--- src/rtl/stage_sequencer.sv ---
// Instruction stage sequencer: emits one-cycle IF/ID/ALU/MEM/RB_BR strobes and
// reacts to interrupt, halt and memory stall. Optional: STAGE_SEQ_SINGLE_STEP_EN.
module stage_sequencer #(
  parameter int STAGE_CYCLES = 2,
  parameter int CNT_W        = 16
) (
  input  logic             clk,
  input  logic             rst_n,
  input  logic             start,
  input  logic             interrupt,
  input  logic             int_ack,
  input  logic [2:0]       branch_opcode,
  input  logic             mem_busy,
`ifdef STAGE_SEQ_SINGLE_STEP_EN
  input  logic             step,
  output logic [3:0]       stage,
`else
  output logic [2:0]       stage,
`endif
  output logic             IF_clk,
  output logic             ID_clk,
  output logic             ALU_clk,
  output logic             MEM_clk,
  output logic             RB_BR_clk,
  output logic             running,
  output logic             halted,
  output logic             int_pending,
  output logic [CNT_W-1:0] retire_count
);

`ifdef STAGE_SEQ_SINGLE_STEP_EN
  localparam int SW = 4;
  typedef enum logic [SW-1:0] {
    S_IDLE = 4'd0, S_IF = 4'd1, S_ID = 4'd2, S_ALU = 4'd3, S_MEM = 4'd4,
    S_RB = 4'd5, S_PAUSE = 4'd6, S_HALT = 4'd7, S_INT = 4'd8
  } state_t;
`else
  localparam int SW = 3;
  typedef enum logic [SW-1:0] {
    S_IDLE = 3'd0, S_IF = 3'd1, S_ID = 3'd2, S_ALU = 3'd3, S_MEM = 3'd4,
    S_RB = 3'd5, S_INT = 3'd6, S_HALT = 3'd7
  } state_t;
`endif

  state_t           state, state_nx;
  logic [3:0]       sub_cnt;
  logic [4:0]       stb_q, stb_d;  // [0]=IF .. [4]=RB_BR
  logic [CNT_W-1:0] retire_q;
  logic             last, in_stage, retire_inc;
  logic             step_rise;

  assign last     = (sub_cnt == 4'(STAGE_CYCLES - 1));
  assign in_stage = (state == S_IF) || (state == S_ID) || (state == S_ALU) ||
                    (state == S_MEM) || (state == S_RB);

`ifdef STAGE_SEQ_SINGLE_STEP_EN
  logic step_q;
  assign step_rise = step & ~step_q;
  always_ff @(posedge clk or negedge rst_n)
    if (!rst_n) step_q <= 1'b0;
    else        step_q <= step;
`else
  assign step_rise = 1'b0;
`endif

  // Retirement: normal RB exit, HALT entry, and MTC completion on INT_WAIT exit.
  assign retire_inc = ((state == S_RB) && (state_nx != S_RB)) ||
                      ((state != S_HALT) && (state_nx == S_HALT)) ||
                      ((state == S_INT) && (state_nx != S_INT));

  always_ff @(posedge clk or negedge rst_n) begin
    if (!rst_n) begin
      state    <= S_IDLE;
      sub_cnt  <= 4'd0;
      stb_q    <= 5'd0;
      retire_q <= '0;
    end else begin
      state <= state_nx;
      stb_q <= stb_d;
      if (state_nx != state || !in_stage) sub_cnt <= 4'd0;
      else if (!last)                      sub_cnt <= sub_cnt + 4'd1;
      if (retire_inc) retire_q <= retire_q + CNT_W'(1);
    end
  end

  always_comb begin
    state_nx = state;
    case (state)
      S_IDLE:  if (start) state_nx = S_IF;
      S_IF:    if (last)  state_nx = S_ID;
      // interrupt wins over any branch decode in ID
      S_ID:    if (last)  state_nx = interrupt ? S_INT : S_ALU;
      S_ALU:   if (last)  state_nx = (branch_opcode == 3'b000) ? S_HALT : S_MEM;
      S_MEM:   if (last && !mem_busy) state_nx = S_RB;
`ifdef STAGE_SEQ_SINGLE_STEP_EN
      S_RB:    if (last)    state_nx = S_PAUSE;
      S_INT:   if (int_ack) state_nx = S_PAUSE;
      S_PAUSE: if (step_rise) state_nx = S_IF;
`else
      S_RB:    if (last)    state_nx = S_IF;
      S_INT:   if (int_ack) state_nx = S_IF;
`endif
      S_HALT:  if (start) state_nx = S_IF;
      default: state_nx = S_IDLE;
    endcase
  end

  always_comb begin
    stb_d = 5'd0;
    if (state_nx != state) begin
      case (state_nx)
        S_IF:    stb_d = 5'b00001;
        S_ID:    stb_d = 5'b00010;
        S_ALU:   stb_d = 5'b00100;
        S_MEM:   stb_d = 5'b01000;
        S_RB:    stb_d = 5'b10000;
        default: stb_d = 5'd0;
      endcase
    end
    running     = in_stage;
    halted      = (state == S_HALT);
    int_pending = (state == S_INT);
  end

  assign IF_clk       = stb_q[0];
  assign ID_clk       = stb_q[1];
  assign ALU_clk      = stb_q[2];
  assign MEM_clk      = stb_q[3];
  assign RB_BR_clk    = stb_q[4];
  assign stage        = state;
  assign retire_count = retire_q;

endmodule

--- config.mk ---
export PLATFORM = sky130hd
export DESIGN_NAME = stage_sequencer
export DESIGN_NICKNAME = d
export VERILOG_FILES = /design/src/rtl/stage_sequencer.sv
export SDC_FILE = /design/constraint.sdc
export NUM_CORES = 1
export LEC_CHECK = 0
export CAP_MARGIN = 20
export CORE_ASPECT_RATIO = 0.8
export CORE_MARGIN = 2
export CORE_UTILIZATION = 48
export DETAILED_ROUTE_END_ITERATION = 6
export GPL_TIMING_DRIVEN = 0
export PLACE_DENSITY_LB_ADDON = 0.05
export SETUP_SLACK_MARGIN = 0.5
export SLEW_MARGIN = 0
export SYNTH_ARGS = -nofsm -noshare
export SYNTH_HDL_FRONTEND = slang
export SYNTH_SLANG_ARGS = --single-unit
export TNS_END_PERCENT = 30
--- constraint.sdc ---
create_clock -name clk -period 2.7 [get_ports clk]
set_clock_uncertainty 0.1 [all_clocks]
set_input_delay 0.54 -clock clk [delete_from_list [all_inputs] [get_ports clk]]
set_output_delay 0.54 -clock clk [all_outputs]
set_load 0.1 [all_outputs]
# Word-level counts from Yosys, hierarchy flattened
# Cells that the tools add are included.
# Widths: inputs -> output; s select.
# classes
n_reduce_logical	16
muxes	14
n_eq_ne	19
add_sub_neg	2
# ops
op	n
$pmux 5 s5	1
$mux 3	8
$eq 3x3->1 const B	7
$pmux 3 s7	1
$add 16x1->16 const B	1
$eq 3x2->1 const B	4
$ne 3x3->1 const B	3
$mux 4	2
$logic_or 1x1->1	7
$eq 3x1->1 const B	2
$logic_not 3->1	2
$mux 5	1
$add 4x1->4 const B	1
$eq 4x1->1 const B	1
$logic_and 1x1->1	4
$ne 3x3->1	1
$logic_not 1->1	2
$mux 2	1
$ne 2x1->1 const B	1
$reduce_or 2->1	1
# totals
reg_bits	28
out_inout_bits	27
elab_cells	55
in_bits	9

# Depth between registers and ports, before layout
# Gate-level depths: netlist (run 1).
# logic_depth
ltp_word	8
ltp_mapped	10
depth_no_buf	8

# Worst setup path before layout (run 1)
# OpenSTA, ideal clock, no wires.
# synth_timing
path_kind	reg-to-reg
from	register state[0] (netlist: stage[0])
to	register sub_cnt[1]
n_path_buf	1
path_slack_ns	-0.906
stages_incl_launch_ff	6
period_less_slack_ns	3.606
t_required_ns	2.504
arrival_ns	3.410
setup_ns	0.096
cell_sequence	dfrtp_1 buf_2 nor3_1 a21oi_1 nand2_1 a211oi_1
# synth_between
elab_chain_cells	8
elab_cells_between_ends	26
cone_classes	eq/ne (9); mux (9); reduce/logical (8)
# synth_rtl
item	line	rtl
from (decl)	45	state_t state, state_nx;
from (signal assigned)	78	state <= state_nx;
$eq 3x1->1 or $eq 3x2->1 (tied branches)	53	assign in_stage = (state == S_IF) || (state == S_ID) || (state == S_ALU) ||
$logic_or 1x1->1 (3 in a row)	53	
$logic_or 1x1->1 (*)	54	(state == S_MEM) || (state == S_RB);
via running	25	output logic running,
$logic_not 1->1 (*)	80	if (state_nx != state || !in_stage) sub_cnt <= 4'd0;
$logic_or 1x1->1 (*)	80	
$ne 2x1->1 (no line) or $mux 4 (tied branches)	n/a	
to (signal assigned)	81	else if (!last) sub_cnt <= sub_cnt + 4'd1;
to (decl)	46	logic [3:0] sub_cnt;
# Mark *: on every way through the listed nets, which the timed path passes. The rest lies on a longest branch.
# A chain may end at the register's enable or synchronous reset.

# Worst setup path after layout (run 1)
# layout_timing
from	register retire_q[10] (netlist: retire_count[10])
to	output retire_count[10]
# layout_rtl
item	line	rtl
from (decl)	48	logic [CNT_W-1:0] retire_q;
from (signal assigned)	82	if (retire_inc) retire_q <= retire_q + CNT_W'(1);
to (decl)	28	output logic [CNT_W-1:0] retire_count
# No word-level cell between the ends.

==> summary.md, run 1 <==
| Metric | Value |
|---|---|
| Mapped Cells | `140` |
| Slew margin rel. | `a little over a third` |
| Sequential Area | `between 700 and 800 um2` |
| Final Hold Fails | `0` |
| Syn Area/Cell | `about 10 um2` |
| Kind of critical path | `reg2out` |
| Die area | `between 3000 and 4000 um2` |
| Delay-heaviest family, CP | `buffers and inverters` |
| CTS Sinks | `28` |
| Max H-tree Level | `1` |
| Critical Path AT | `around 1800 ps` |
| Hold WS | `391 ps` |
| Slowest stage cell, crit path | `clkdlybuf4s50_1` |
| DRT Pass-1 Iters | `4` |
| RSZ-0062 raised after global routing | `yes` |
| Power Density | `1180 nW/um2` |
| Register area share after synthesis | `between 40 and 50%` |
| Clock Latency Late Sink | `~280 ps` |
| CTS tree | `done` |
| Switching power | `about 0.0013 W` |
| Area grow syn2layout | `49.4%` |
| Biggest cell delay along the critical path | `about 1200 ps` |
| Initial DRC count | `48` |
| Max Fclk | `0.402 GHz` |
| DRT Wirelength | `around 3300 um` |
| Inserted Diodes | `0` |
| DPL Wire Length | `around 2300 um` |
| Gpl congestion | `about 0.82` |
| Total power | `around 0.0026 W` |
| First-pass GRT wire length | `~5600 um` |
| # hold bufs at CTS | `0` |
| Commonest cells post-synth | `dfrtp_1, xnor2_1, nor2_1` |
| Synth Register Bits | `28` |
| Crit start category | `register` |
| Synth top area share | `between 40% and 50%` |
| Port bufs | `35` |
| Starting Density | `roughly half` |
| Syn Nets | `around 150` |
| Static Leak | `roughly 0.95 nW` |
| CTS buffer count | `3` |
| Setup TNS | `0 ps` |
| Fin crit period | `about 2500 ps` |
| Die span in y | `roughly 53 um` |
| # IOs | `36` |
| Root buf cell | `clkbuf_8` |
| Post-synth cell types | `37` |
| Async SR Flop Fraction | `100%` |
| Final Cycle Share | `between 90% and 100%` |
| Share of layout cells above drive strength 1 | `roughly a quarter` |
| Yosys warns | `0` |
| Die Wd | `65.5 um` |
| DP Area | `approximately 1900 um2` |
| Crit-path cells | `clkdlybuf4s50_1` |
| CP required | `approximately 2100 ps` |
| Via/cell ratio | `between 5 and 6` |
| Pint | `~0.0013 W` |
| Core ar. | `2830 um2` |
| Clock slew seen by the registers of the worst setup and hold paths | `~100 ps` |
| Combinational group share of total power | `between 60% and 70%` |
| All-Layer GR Usage | `21.3%` |
| Worst vdd ir | `roughly 0.00068 V` |
| Area contributors post-synth | `dfrtp_1, xnor2_1, nor2_1` |
| Largest net degree at the start of global routing | `20` |
| Primary FF master, synth | `dfrtp_1` |
| GR Overflow Total | `0` |
| Most common cell in the netlist | `dfrtp_1` |
| Worst min-delay path class | `reg2reg` |
| Mapped cell area | `around 1500 um2` |
| Via count | `~1.2k` |
| Number of synthesized flops with an enable pin | `0` |
| Sw Ratio | `around half` |
| Final net count | `200` |
| Vias in the first global route | `between 1k and 1.5k` |
| Crit end category | `output pin` |
| Max-Cap Viols | `0` |
| Clock power share | `around an eighth` |
| Slew @ Worst Pin | `970 ps` |
| Final instance area | `2170 um2` |
| DRC viols | `0` |
| Multi-input logic area | `roughly 840 um2` |
| Flop pwr share | `between 20% and 30%` |
| Longest Clk Path Bufs | `2` |
| Post-DRT Antenna Nets | `0` |
| Row Count | `17` |
| Fill count | `205` |
| Mean routed wirelength per cell | `about 14 um` |
| Critical path peak fanout | `3` |
| Endpoints failing setup | `0` |
| CP Buf/Inv Count | `1` |
| Final Max Tran Viols | `0` |
| Status | `completed` |
| Initial antenna violation count | `0` |
| Post-synthesis cell type with the largest combined area | `dfrtp_1` |
cells in the final DEF (no fill, tap or decap), drive strengths merged:
cell,synthesis,layout
dfrtp,28,28
clkdlybuf4s50,0,20
xnor2,16,16
buf,5,16
nor2,13,13
dlygate4sd2,0,12
nand2,10,10
nand3,7,7
and3,6,6
nand4,6,6
o21ai,5,5
clkbuf,1,4
nor3b,4,4
a21oi,4,4
a211oi,4,4
nor2b,3,3
inv,3,3
nor3,3,3
ha,3,3
nand2b,2,2
and2,2,2
xor2,2,2
o2bb2ai,2,2
or3b,1,1
nor4,1,1
mux2i,1,1
nor4bb,1,1
o22a,1,1
a22o,1,1
nor4b,1,1
o21bai,1,1
a31oi,1,1
mux2,1,1
and4,1,1
bufinv,0,1
timing repair:
action / 4_1_cts / 5_1_grt
gates cloned: 1 / 0
buffers inserted: 5 / 1
gates resized for setup: 43 / 16
pin swaps: 10 / 3
setup endpoints to repair: 46 / 48
cell families after synthesis:
logic type                 Yosys count  synth area share (%)
AOI/OAI and AO/OA                   19                  9.29
muxes                                2                  1.46
and+or+nand+nor                     61                  24.0
adders and majority gates            3                  2.58
DFF                                 28                  48.2
buffers and inverters                9                  3.61
xor gates and xnor gates            18                  10.8
flip-flops by register name (all words and copies together) (netlist names):
register / flops
sub_cnt: 4
retire_count: 16
stage: 3
stb_q: 5
path summary, 6_finish.rpt:
kind                                                      to                    startpoint  depth (start not counted)  slack (ps)
worst max-delay path                        retire_count[10]  retire_count[10]$_DFFE_PN0P_                          1         220
min in group asynchronous                 stb_q[4]$_DFF_PN0_                         rst_n                          1         490
worst min register to register  retire_count[15]$_DFFE_PN0P_  retire_count[15]$_DFFE_PN0P_                          1         390
worst min-delay path            retire_count[15]$_DFFE_PN0P_  retire_count[15]$_DFFE_PN0P_                          1         390
worst max register to register   retire_count[1]$_DFFE_PN0P_        sub_cnt[1]$_DFFE_PN0P_                          9         300
max in group asynchronous                 stage[0]$_DFF_PN0_                         rst_n                          2        1510
per-layer routing:
metal | wire length [um] | global-route usage (%) | part of all wire, %
met2 | 1500 | 33.8 | 46
met1 | 1560 | 30.6 | 48
met5 | 0 | 0 | 0
met3 | 184 | 4.89 | 5.6
met4 | 9 | 3.13 | 0.28
layout make-up:
cell class / instances / share of cell area, %
Multi-Input combinational cell: 103 / 38.9
Sequential cell: 28 / 32.8
Timing Repair Buffer: 43 / 19.9
Buffer: 6 / 2.48
Tap cell: 38 / 2.19
Clock buffer: 3 / 1.90
Clock inverter: 1 / 1.38
Inverter: 3 / 0.518
stage by stage:
stage	setup slack, ps	cells	utilization [%]
after global routing	168	225	76.8
after detailed placement	-14.6	214	68.2
final	215	225	76.8
after CTS	228	224	74.2
after floorplan	401	140	-
after global placement	5.88	213	67.2
power by group through the flow:
stage | registers [W] | clock network [W] | logic [W]
after floorplan | 0.00109 | 0 | 0.000627
after global placement | 0.000627 | 0 | 0.00138
after detailed placement | 0.000632 | 0 | 0.00140
after CTS | 0.000616 | 0.000335 | 0.00151
after global routing | 0.000641 | 0.000354 | 0.00170
final | 0.000625 | 0.000331 | 0.00160
Power figures use the tool's default switching activity.
==> run 2, diff against run 1 <==
--- a/config.mk
+++ b/config.mk
@@ -10,6 +10,7 @@
 export CORE_MARGIN = 2
 export CORE_UTILIZATION = 48
 export DETAILED_ROUTE_END_ITERATION = 6
+export GPL_ROUTABILITY_DRIVEN = 0
 export GPL_TIMING_DRIVEN = 0
 export PLACE_DENSITY_LB_ADDON = 0.05
 export SETUP_SLACK_MARGIN = 0.5
==> results of run 2 <==
Final layout, timing and power as in run 1 (identical DEF).
==> run 3, diff against run 2 <==
--- a/config.mk
+++ b/config.mk
@@ -12,6 +12,7 @@
 export DETAILED_ROUTE_END_ITERATION = 6
 export GPL_ROUTABILITY_DRIVEN = 0
 export GPL_TIMING_DRIVEN = 0
+export HOLD_SLACK_MARGIN = 0.15
 export PLACE_DENSITY_LB_ADDON = 0.05
 export SETUP_SLACK_MARGIN = 0.5
 export SLEW_MARGIN = 0
==> results of run 3 <==
Final layout, timing and power as in run 1 (identical DEF).
